**src/rtl/switch_allocator_pkg.sv**
```systemverilog
`default_nettype none
// ============================================================================
//  Module   : noc_params (package)
//  Purpose  : Router-wide sizing constants, port naming and width helper.
//  Revision : 1.0  initial release
// ============================================================================
package noc_params;

    localparam int PORT_NUM = 5;
    localparam int VC_NUM   = 2;
    localparam int VC_SIZE  = 8;

    localparam int PORT_SIZE = $clog2(PORT_NUM);
    localparam int VC_W      = (VC_NUM > 1) ? $clog2(VC_NUM) : 1;

    typedef enum logic [PORT_SIZE-1:0] {
        LOCAL = 3'd0,
        NORTH = 3'd1,
        SOUTH = 3'd2,
        WEST  = 3'd3,
        EAST  = 3'd4
    } port_t;

    // Index width that never collapses to zero for single-entry arrays.
    function automatic int idx_w(input int n);
        return (n > 1) ? $clog2(n) : 1;
    endfunction

endpackage
`default_nettype wire

```
**src/rtl/switch_allocator_arbiter.sv**
```systemverilog
`default_nettype none
// ============================================================================
//  Module   : round_robin_arbiter
//  Purpose  : N-way round-robin arbiter; pointer advances past the winner
//             only when the caller confirms the grant was used.
//  Revision : 1.0  initial release
// ============================================================================
module round_robin_arbiter
    import noc_params::*;
#(
    parameter int N     = 2,
    parameter int IDX_W = idx_w(N)
) (
    input  logic             clk,
    input  logic             rst,
    input  logic [N-1:0]     req,
    input  logic             update_en,
    output logic [N-1:0]     grant,
    output logic [IDX_W-1:0] grant_idx
);

    logic [IDX_W-1:0] r_ptr;
    logic             w_found;
    int               w_idx;
    logic [IDX_W-1:0] w_sel;

    always_comb begin
        grant     = '0;
        grant_idx = '0;
        w_found   = 1'b0;
        w_idx     = 0;
        w_sel     = '0;
        for (int k = 0; k < N; k++) begin
            w_idx = int'(r_ptr) + k;
            if (w_idx >= N) begin
                w_idx = w_idx - N;
            end
            w_sel = IDX_W'(w_idx);
            if (!w_found && req[w_sel]) begin
                w_found      = 1'b1;
                grant[w_sel] = 1'b1;
                grant_idx    = w_sel;
            end
        end
    end

    always_ff @(posedge clk or negedge rst) begin
        if (!rst) begin
            r_ptr <= '0;
        end else if (update_en && w_found) begin
            r_ptr <= (grant_idx == IDX_W'(N - 1)) ? '0 : grant_idx + 1'b1;
        end
    end

endmodule
`default_nettype wire

```
**src/rtl/switch_allocator.sv**
```systemverilog
`default_nettype none
// ============================================================================
//  Module   : switch_allocator
//  Purpose  : Separable input-first round-robin switch allocator with
//             downstream credit tracking. Optional wormhole packet locking
//             is enabled by defining SA_PACKET_LOCK_EN.
//  Revision : 1.0  initial release
// ============================================================================
module switch_allocator
    import noc_params::*;
#(
    parameter int PORT_NUM = noc_params::PORT_NUM,
    parameter int VC_NUM   = noc_params::VC_NUM,
    parameter int VC_SIZE  = noc_params::VC_SIZE,
    localparam int c_PORT_W = idx_w(PORT_NUM),
    localparam int c_VC_W   = idx_w(VC_NUM),
    localparam int c_CRED_W = $clog2(VC_SIZE + 1)
) (
    input  logic                                     clk,
    input  logic                                     rst,
    input  logic [PORT_NUM-1:0][VC_NUM-1:0]               req_i,
    input  logic [PORT_NUM-1:0][VC_NUM-1:0][c_PORT_W-1:0] out_port_i,
    input  logic [PORT_NUM-1:0][VC_NUM-1:0][c_VC_W-1:0]   down_vc_i,
    input  logic [PORT_NUM-1:0][VC_NUM-1:0]               credit_i,
`ifdef SA_PACKET_LOCK_EN
    input  logic [PORT_NUM-1:0][VC_NUM-1:0]               head_i,
    input  logic [PORT_NUM-1:0][VC_NUM-1:0]               tail_i,
`endif
    output logic [PORT_NUM-1:0][VC_NUM-1:0]               vc_grant_o,
    output logic [PORT_NUM-1:0][c_PORT_W-1:0]             input_vc_sel_o,
    output logic [PORT_NUM-1:0]                           valid_sel_o,
    output logic [PORT_NUM-1:0][c_VC_W-1:0]               out_vc_o
);

    logic [PORT_NUM-1:0][VC_NUM-1:0][c_CRED_W-1:0] r_credit;

    logic [PORT_NUM-1:0][VC_NUM-1:0]   w_elig;
    logic [PORT_NUM-1:0][VC_NUM-1:0]   w_lock_ok;
    logic [PORT_NUM-1:0][VC_NUM-1:0]   w_s1_gnt;
    logic [PORT_NUM-1:0][c_VC_W-1:0]   w_s1_vc;
    logic [PORT_NUM-1:0]               w_s1_valid;
    logic [PORT_NUM-1:0][c_PORT_W-1:0] w_s1_port;
    logic [PORT_NUM-1:0][PORT_NUM-1:0] w_s2_req;
    logic [PORT_NUM-1:0][PORT_NUM-1:0] w_s2_gnt;
    logic [PORT_NUM-1:0][c_PORT_W-1:0] w_s2_idx;
    logic [PORT_NUM-1:0]               w_out_valid;
    logic [PORT_NUM-1:0][c_VC_W-1:0]   w_win_vc;
    logic [PORT_NUM-1:0][c_VC_W-1:0]   w_out_vc;
    logic [PORT_NUM-1:0]               w_in_win;
    logic [PORT_NUM-1:0][VC_NUM-1:0]   w_vc_grant;
    logic [PORT_NUM-1:0][VC_NUM-1:0]   w_cred_dec;

    // A VC competes only if its downstream buffer has room and no foreign
    // packet holds the target output.
    always_comb begin
        w_elig = '0;
        for (int i = 0; i < PORT_NUM; i++) begin
            for (int v = 0; v < VC_NUM; v++) begin
                if (req_i[i][v] && (int'(out_port_i[i][v]) < PORT_NUM)
                        && (int'(down_vc_i[i][v]) < VC_NUM)) begin
                    w_elig[i][v] = (r_credit[out_port_i[i][v]][down_vc_i[i][v]] != '0)
                                   && w_lock_ok[i][v];
                end
            end
        end
    end

    for (genvar i = 0; i < PORT_NUM; i++) begin : g_in_arb
        round_robin_arbiter #(
            .N     (VC_NUM),
            .IDX_W (c_VC_W)
        ) u_arb (
            .clk       (clk),
            .rst       (rst),
            .req       (w_elig[i]),
            .update_en (w_in_win[i]),
            .grant     (w_s1_gnt[i]),
            .grant_idx (w_s1_vc[i])
        );
    end

    always_comb begin
        w_s1_valid = '0;
        w_s1_port  = '0;
        w_s2_req   = '0;
        for (int i = 0; i < PORT_NUM; i++) begin
            w_s1_valid[i] = |w_elig[i];
            w_s1_port[i]  = out_port_i[i][w_s1_vc[i]];
        end
        for (int o = 0; o < PORT_NUM; o++) begin
            for (int i = 0; i < PORT_NUM; i++) begin
                w_s2_req[o][i] = w_s1_valid[i] && (w_s1_port[i] == c_PORT_W'(o));
            end
        end
    end

    for (genvar o = 0; o < PORT_NUM; o++) begin : g_out_arb
        round_robin_arbiter #(
            .N     (PORT_NUM),
            .IDX_W (c_PORT_W)
        ) u_arb (
            .clk       (clk),
            .rst       (rst),
            .req       (w_s2_req[o]),
            .update_en (w_out_valid[o]),
            .grant     (w_s2_gnt[o]),
            .grant_idx (w_s2_idx[o])
        );
    end

    always_comb begin
        w_in_win    = '0;
        w_vc_grant  = '0;
        w_out_valid = '0;
        w_win_vc    = '0;
        w_out_vc    = '0;
        w_cred_dec  = '0;
        for (int o = 0; o < PORT_NUM; o++) begin
            w_out_valid[o] = |w_s2_req[o];
            w_win_vc[o]    = w_s1_vc[w_s2_idx[o]];
            w_out_vc[o]    = down_vc_i[w_s2_idx[o]][w_win_vc[o]];
            w_in_win       = w_in_win | w_s2_gnt[o];
            for (int v = 0; v < VC_NUM; v++) begin
                w_cred_dec[o][v] = w_out_valid[o] && (w_out_vc[o] == c_VC_W'(v));
            end
        end
        for (int i = 0; i < PORT_NUM; i++) begin
            w_vc_grant[i] = w_in_win[i] ? w_s1_gnt[i] : '0;
        end
    end

    always_ff @(posedge clk or negedge rst) begin
        if (!rst) begin
            vc_grant_o     <= '0;
            valid_sel_o    <= '0;
            input_vc_sel_o <= '0;
            out_vc_o       <= '0;
        end else begin
            vc_grant_o  <= w_vc_grant;
            valid_sel_o <= w_out_valid;
            for (int o = 0; o < PORT_NUM; o++) begin
                if (w_out_valid[o]) begin
                    input_vc_sel_o[o] <= w_s2_idx[o];
                    out_vc_o[o]       <= w_out_vc[o];
                end
            end
        end
    end

    // Grant and returned credit in the same cycle cancel out.
    always_ff @(posedge clk or negedge rst) begin
        if (!rst) begin
            for (int o = 0; o < PORT_NUM; o++) begin
                for (int v = 0; v < VC_NUM; v++) begin
                    r_credit[o][v] <= c_CRED_W'(VC_SIZE);
                end
            end
        end else begin
            for (int o = 0; o < PORT_NUM; o++) begin
                for (int v = 0; v < VC_NUM; v++) begin
                    if (w_cred_dec[o][v] && !credit_i[o][v]) begin
                        r_credit[o][v] <= r_credit[o][v] - 1'b1;
                    end else if (!w_cred_dec[o][v] && credit_i[o][v]
                                 && (r_credit[o][v] != c_CRED_W'(VC_SIZE))) begin
                        r_credit[o][v] <= r_credit[o][v] + 1'b1;
                    end
                end
            end
        end
    end

    for (genvar o = 0; o < PORT_NUM; o++) begin : g_cred_chk_o
        for (genvar v = 0; v < VC_NUM; v++) begin : g_cred_chk_v
            a_credit_overflow: assert property (@(posedge clk) disable iff (!rst)
                !(credit_i[o][v] && !w_cred_dec[o][v]
                  && (r_credit[o][v] == c_CRED_W'(VC_SIZE))));
        end
    end

`ifdef SA_PACKET_LOCK_EN
    logic [PORT_NUM-1:0]               r_lock_valid;
    logic [PORT_NUM-1:0][c_PORT_W-1:0] r_lock_in;
    logic [PORT_NUM-1:0][c_VC_W-1:0]   r_lock_vc;

    always_comb begin
        w_lock_ok = '1;
        for (int i = 0; i < PORT_NUM; i++) begin
            for (int v = 0; v < VC_NUM; v++) begin
                if ((int'(out_port_i[i][v]) < PORT_NUM) && r_lock_valid[out_port_i[i][v]]) begin
                    w_lock_ok[i][v] = (r_lock_in[out_port_i[i][v]] == c_PORT_W'(i))
                                      && (r_lock_vc[out_port_i[i][v]] == c_VC_W'(v));
                end
            end
        end
    end

    // Tail wins over head so a single-flit packet never leaves a lock behind.
    always_ff @(posedge clk or negedge rst) begin
        if (!rst) begin
            r_lock_valid <= '0;
            r_lock_in    <= '0;
            r_lock_vc    <= '0;
        end else begin
            for (int o = 0; o < PORT_NUM; o++) begin
                if (w_out_valid[o]) begin
                    if (tail_i[w_s2_idx[o]][w_win_vc[o]]) begin
                        r_lock_valid[o] <= 1'b0;
                    end else if (head_i[w_s2_idx[o]][w_win_vc[o]]) begin
                        r_lock_valid[o] <= 1'b1;
                        r_lock_in[o]    <= w_s2_idx[o];
                        r_lock_vc[o]    <= w_win_vc[o];
                    end
                end
            end
        end
    end
`else
    assign w_lock_ok = '1;
`endif

endmodule
`default_nettype wire

```
**config.mk**
```make
export PLATFORM = sky130hd
export DESIGN_NAME = switch_allocator
export DESIGN_NICKNAME = d
export VERILOG_FILES = /design/src/rtl/switch_allocator_pkg.sv /design/src/rtl/switch_allocator_arbiter.sv /design/src/rtl/switch_allocator.sv
export SDC_FILE = /design/constraint.sdc
export NUM_CORES = 1
export LEC_CHECK = 0
export ABC_AREA = 1
export BUFFER_PORTS_ARGS = -buffer_cell sky130_fd_sc_hd__buf_2
export CAP_MARGIN = 20
export CORE_UTILIZATION = 65
export CTS_CLUSTER_DIAMETER = 80
export CTS_CLUSTER_SIZE = 25
export DETAILED_ROUTE_END_ITERATION = 10
export MAX_ROUTING_LAYER = met4
export PLACE_DENSITY = 0.85
export REMOVE_ABC_BUFFERS = 1
export SYNTH_ARGS = -nofsm -noshare
export SYNTH_HDL_FRONTEND = slang
export SYNTH_SLANG_ARGS = --single-unit
```
**constraint.sdc**
```tcl
create_clock -name clk -period 9.2 [get_ports clk]
set_input_delay 1.84 -clock clk [delete_from_list [all_inputs] [get_ports clk]]
set_output_delay 1.84 -clock clk [all_outputs]
set_load 0.005 [all_outputs]
```
==> results.tsv <==
stage	metric	value	unit
setup_path	end_kind	flip-flop	
logic_synthesis	seq_area_frac_synth	0.174	
route	drc	0	
floorplan	die-area	21700	um^2
floorplan	io_pins	97	
setup_path	crit_buf_inv	4	
logic_synthesis	synthArstFlopShare	1.00	
finish	final_cell_area	14800	um^2
grt	grt_pass1_vias	14500	
placement	dp_hpwl	39.0	mm
clocking	clock_path_buffers	2	
clocking	ctsResizeCount	0	
setup_path	critical_path_class	in -> reg	
logic_synthesis	synth-seq-cells	95	
setup_path	critPathSlowestCell	a21oi_1	
logic_synthesis	mappedNetlistArea	13700	um^2
timing	relSlewSlack	0.257	
finish	nets	2449	
placement	gp_congestion	1.11	
setup_path	crit_start	out_port_i[14]	
grt	grt_max_degree	67	
finish	multi_input_area	9720	um^2
setup_path	cp_slowest_stage_delay	430	ps
grt	grt_pass1_wl	75.0	mm
placement	port_buffers	96	
timing	worst_slack	2900	ps
timing	final_max_slew_viol_count	0	
timing	finClkSkew	9.75	ps
run_status	status	finished, final reports clean	
setup_path	crit_family	simple AND/OR/NAND/NOR gates	
timing	finalCritPeriodShare	0.684	
route	detail_route.vias_per_cell	6.06	
grt	grt_overflow_total	0	
route	firstDrtPassIters	9	
logic_synthesis	synth_flop_cell	dfrtp_1	
timing	setup_tns	0	ps
setup_path	cp.arrival	6600	ps
route	postRouteAntennaNets	0	
route	wl_per_cell	18.5	um
logic_synthesis	netlist_instances	2204	
floorplan	core	20400	um^2
timing	worst_slew_pin_slew	1110	ps
clocking	cts_made_buffers	9	
timing	grt_setup_unrepaired	no	
clocking	postCtsSetupBuffers	0	
finish	syn_to_final_growth	7.76	%
setup_path	r2r_start	g_out_arb[2].u_arb.r_ptr[0]$_DFFE_PN0P_	
route	vias	15600	
placement	pre_cts_ws	2690	ps
setup_path	setup.worst_path.start_class	input pin	
timing	fmax	159	MHz
flow_run	cap_violations	0	
floorplan	die_h	147	um
timing	min_period	6300	ps
clocking	holdBufCountCts	0	
clocking	clk_pin_slew_worst_paths	80	ps
clocking	root_buffer	clkbuf_16	
grt	antenna_found_initial	1	
setup_path	cp_max_fo	10	
setup_path	cpMostUsedCell	nand2_1	
floorplan	die_x	147	um
floorplan	rows	52	
finish	ff_latch_area	2390	um^2
worst_hold_path	hp-class	reg -> reg	
logic_synthesis	ys_warn_count	0	
timing	hold_viol	0	
finish	layout-drive-gt1-share	0.179	
worst_hold_path	min_from	r_credit[27]$_DFFE_PN1P_	
floorplan	start_util	0.670	
clocking	clkSinkCount	95	
logic_synthesis	synth-edff-count	0	
placement	placed_area	14500	um^2
setup_path	crit_required	9500	ps
timing	finalSetupViolations	0	
clocking	clock_latency	370	ps
finish	nFillCells	1713	
route	drt_iter0_drc	1686	
logic_synthesis	avgSynthCellArea	6.21	um^2
clocking	cts_tree	done	
grt	grtUsageTotal	0.456	
clocking	htree_levels	3	
route	routed_wl	47.7	mm
logic_synthesis	synth_cell_types	60	
==> cell families after synthesis <==
| kind of cell | count (synthesis) | synth area share |
|---|---|---|
| AO/OA/AOI/OAI | 267 | 0.118 |
| XOR/XNOR | 53 | 0.0339 |
| adder cells (fa/ha/maj) | 85 | 0.0859 |
| buffers and inverters | 412 | 0.116 |
| flip-flops | 95 | 0.174 |
| AND/OR/NAND/NOR | 1292 | 0.472 |
==> per-stage QoR <==
step	cells	util	hold WS, ps
global placement	2561	0.708	461
finish	2578	0.723	479
floorplan	2192	-	449
global route	2578	0.723	499
CTS	2577	0.722	482
detailed placement	2561	0.708	462
==> worst register-to-register path, delay by kind of cell (launching register included) <==
kind | cells | cell delay, ps
DFF | 1 | 540
adders and majority gates | 3 | 910
buffers and inverters | 7 | 750
and+or+nand+nor | 15 | 2080
AOI/OAI and AO/OA | 4 | 1150
==> path summary, 6_finish.rpt <==
check / cells after the start / slack [ps] / endpoint
hold / removal: 2 / 480 / r_credit[27]$_DFFE_PN1P_
setup reg to reg: 29 / 3730 / r_credit[19]$_DFFE_PN1P_
setup / recovery: 37 / 2900 / r_credit[39]$_DFFE_PN1P_
min in group asynchronous: 1 / 1400 / r_credit[26]$_DFFE_PN0P_
hold reg to reg: 2 / 480 / r_credit[27]$_DFFE_PN1P_
max in group asynchronous: 2 / 6520 / vc_grant_o[1]$_DFF_PN0_
==> cell type report <==
class	count	share of cell area
Antenna cell	1	0.000170
Tap cell	270	0.0229
Inverter	400	0.102
Timing Repair Buffer	99	0.0342
Clock buffer	10	0.0162
Clock inverter	6	0.00390
Sequential cell	95	0.162
Multi-Input combinational cell	1697	0.659
==> metal layers <==
metal  part of all wire  track usage  wire (um)
met5                  0            -          0
met3               0.11       0.0929       5070
met2               0.44        0.692      20800
met1               0.39        0.557      18500
met4              0.070        0.272       3350
==> cells in the final DEF (no fill, tap or decap), types with 4 or more instances in the layout <==
cell       Yosys  final
a211oi_1       4      4
a21oi_1       53     53
a21oi_2        4      4
a31oi_1       22     22
buf_2          6     95
buf_4          1      4
clkbuf_16      0      9
dfrtp_1       85     85
dfstp_2       10     10
fa_1          15     15
ha_1          70     70
inv_1        332    332
inv_2         67     67
nand2_1      580    580
nand2_2       67     67
nand2_4       16     16
nand3_1      214    214
nand3_2       30     30
nand3_4        8      8
nand4_1       40     40
nand4_2        4      4
nand4_4        6      6
nor2_1       225    225
nor2_2        30     30
nor2_4        28     28
nor2_8         6      6
nor3_1        19     19
nor4_1         7      7
o2111ai_1      5      5
o211ai_1      17     17
o21ai_0       74     73
o21ai_1       32     33
o21ai_2        7      7
o22ai_1       24     24
xnor2_1       11     11
xor2_1        42     42
==> synth_stat cells, drive strengths merged (4+ instances only) <==
master / instances / area share
fa: 15 / 0.022
nand3b: 5 / 0.0039
nand4: 50 / 0.031
nand3: 252 / 0.11
xor2: 42 / 0.027
dfstp: 10 / 0.019
a21oi: 59 / 0.024
nor4: 7 / 0.0032
o22ai: 24 / 0.011
o211ai: 18 / 0.010
o21ai: 114 / 0.044
nor2: 289 / 0.11
nand2: 664 / 0.20
a211oi: 4 / 0.0022
dfrtp: 85 / 0.16
buf: 10 / 0.0052
o2111ai: 5 / 0.0032
inv: 400 / 0.11
a31oi: 22 / 0.010
xnor2: 11 / 0.0070
nor3: 24 / 0.012
ha: 70 / 0.064
==> flip-flops by register name, indices dropped and copies added (netlist names) <==
register               flops
input_vc_sel_o            15
g_out_arb.u_arb.r_ptr     15
r_credit                  40
vc_grant_o                10
valid_sel_o                5
out_vc_o                   5
g_in_arb.u_arb.r_ptr       5
Power is not shown: default switching activity piles up to over one toggle a cycle in this logic, so the estimate is an artifact.
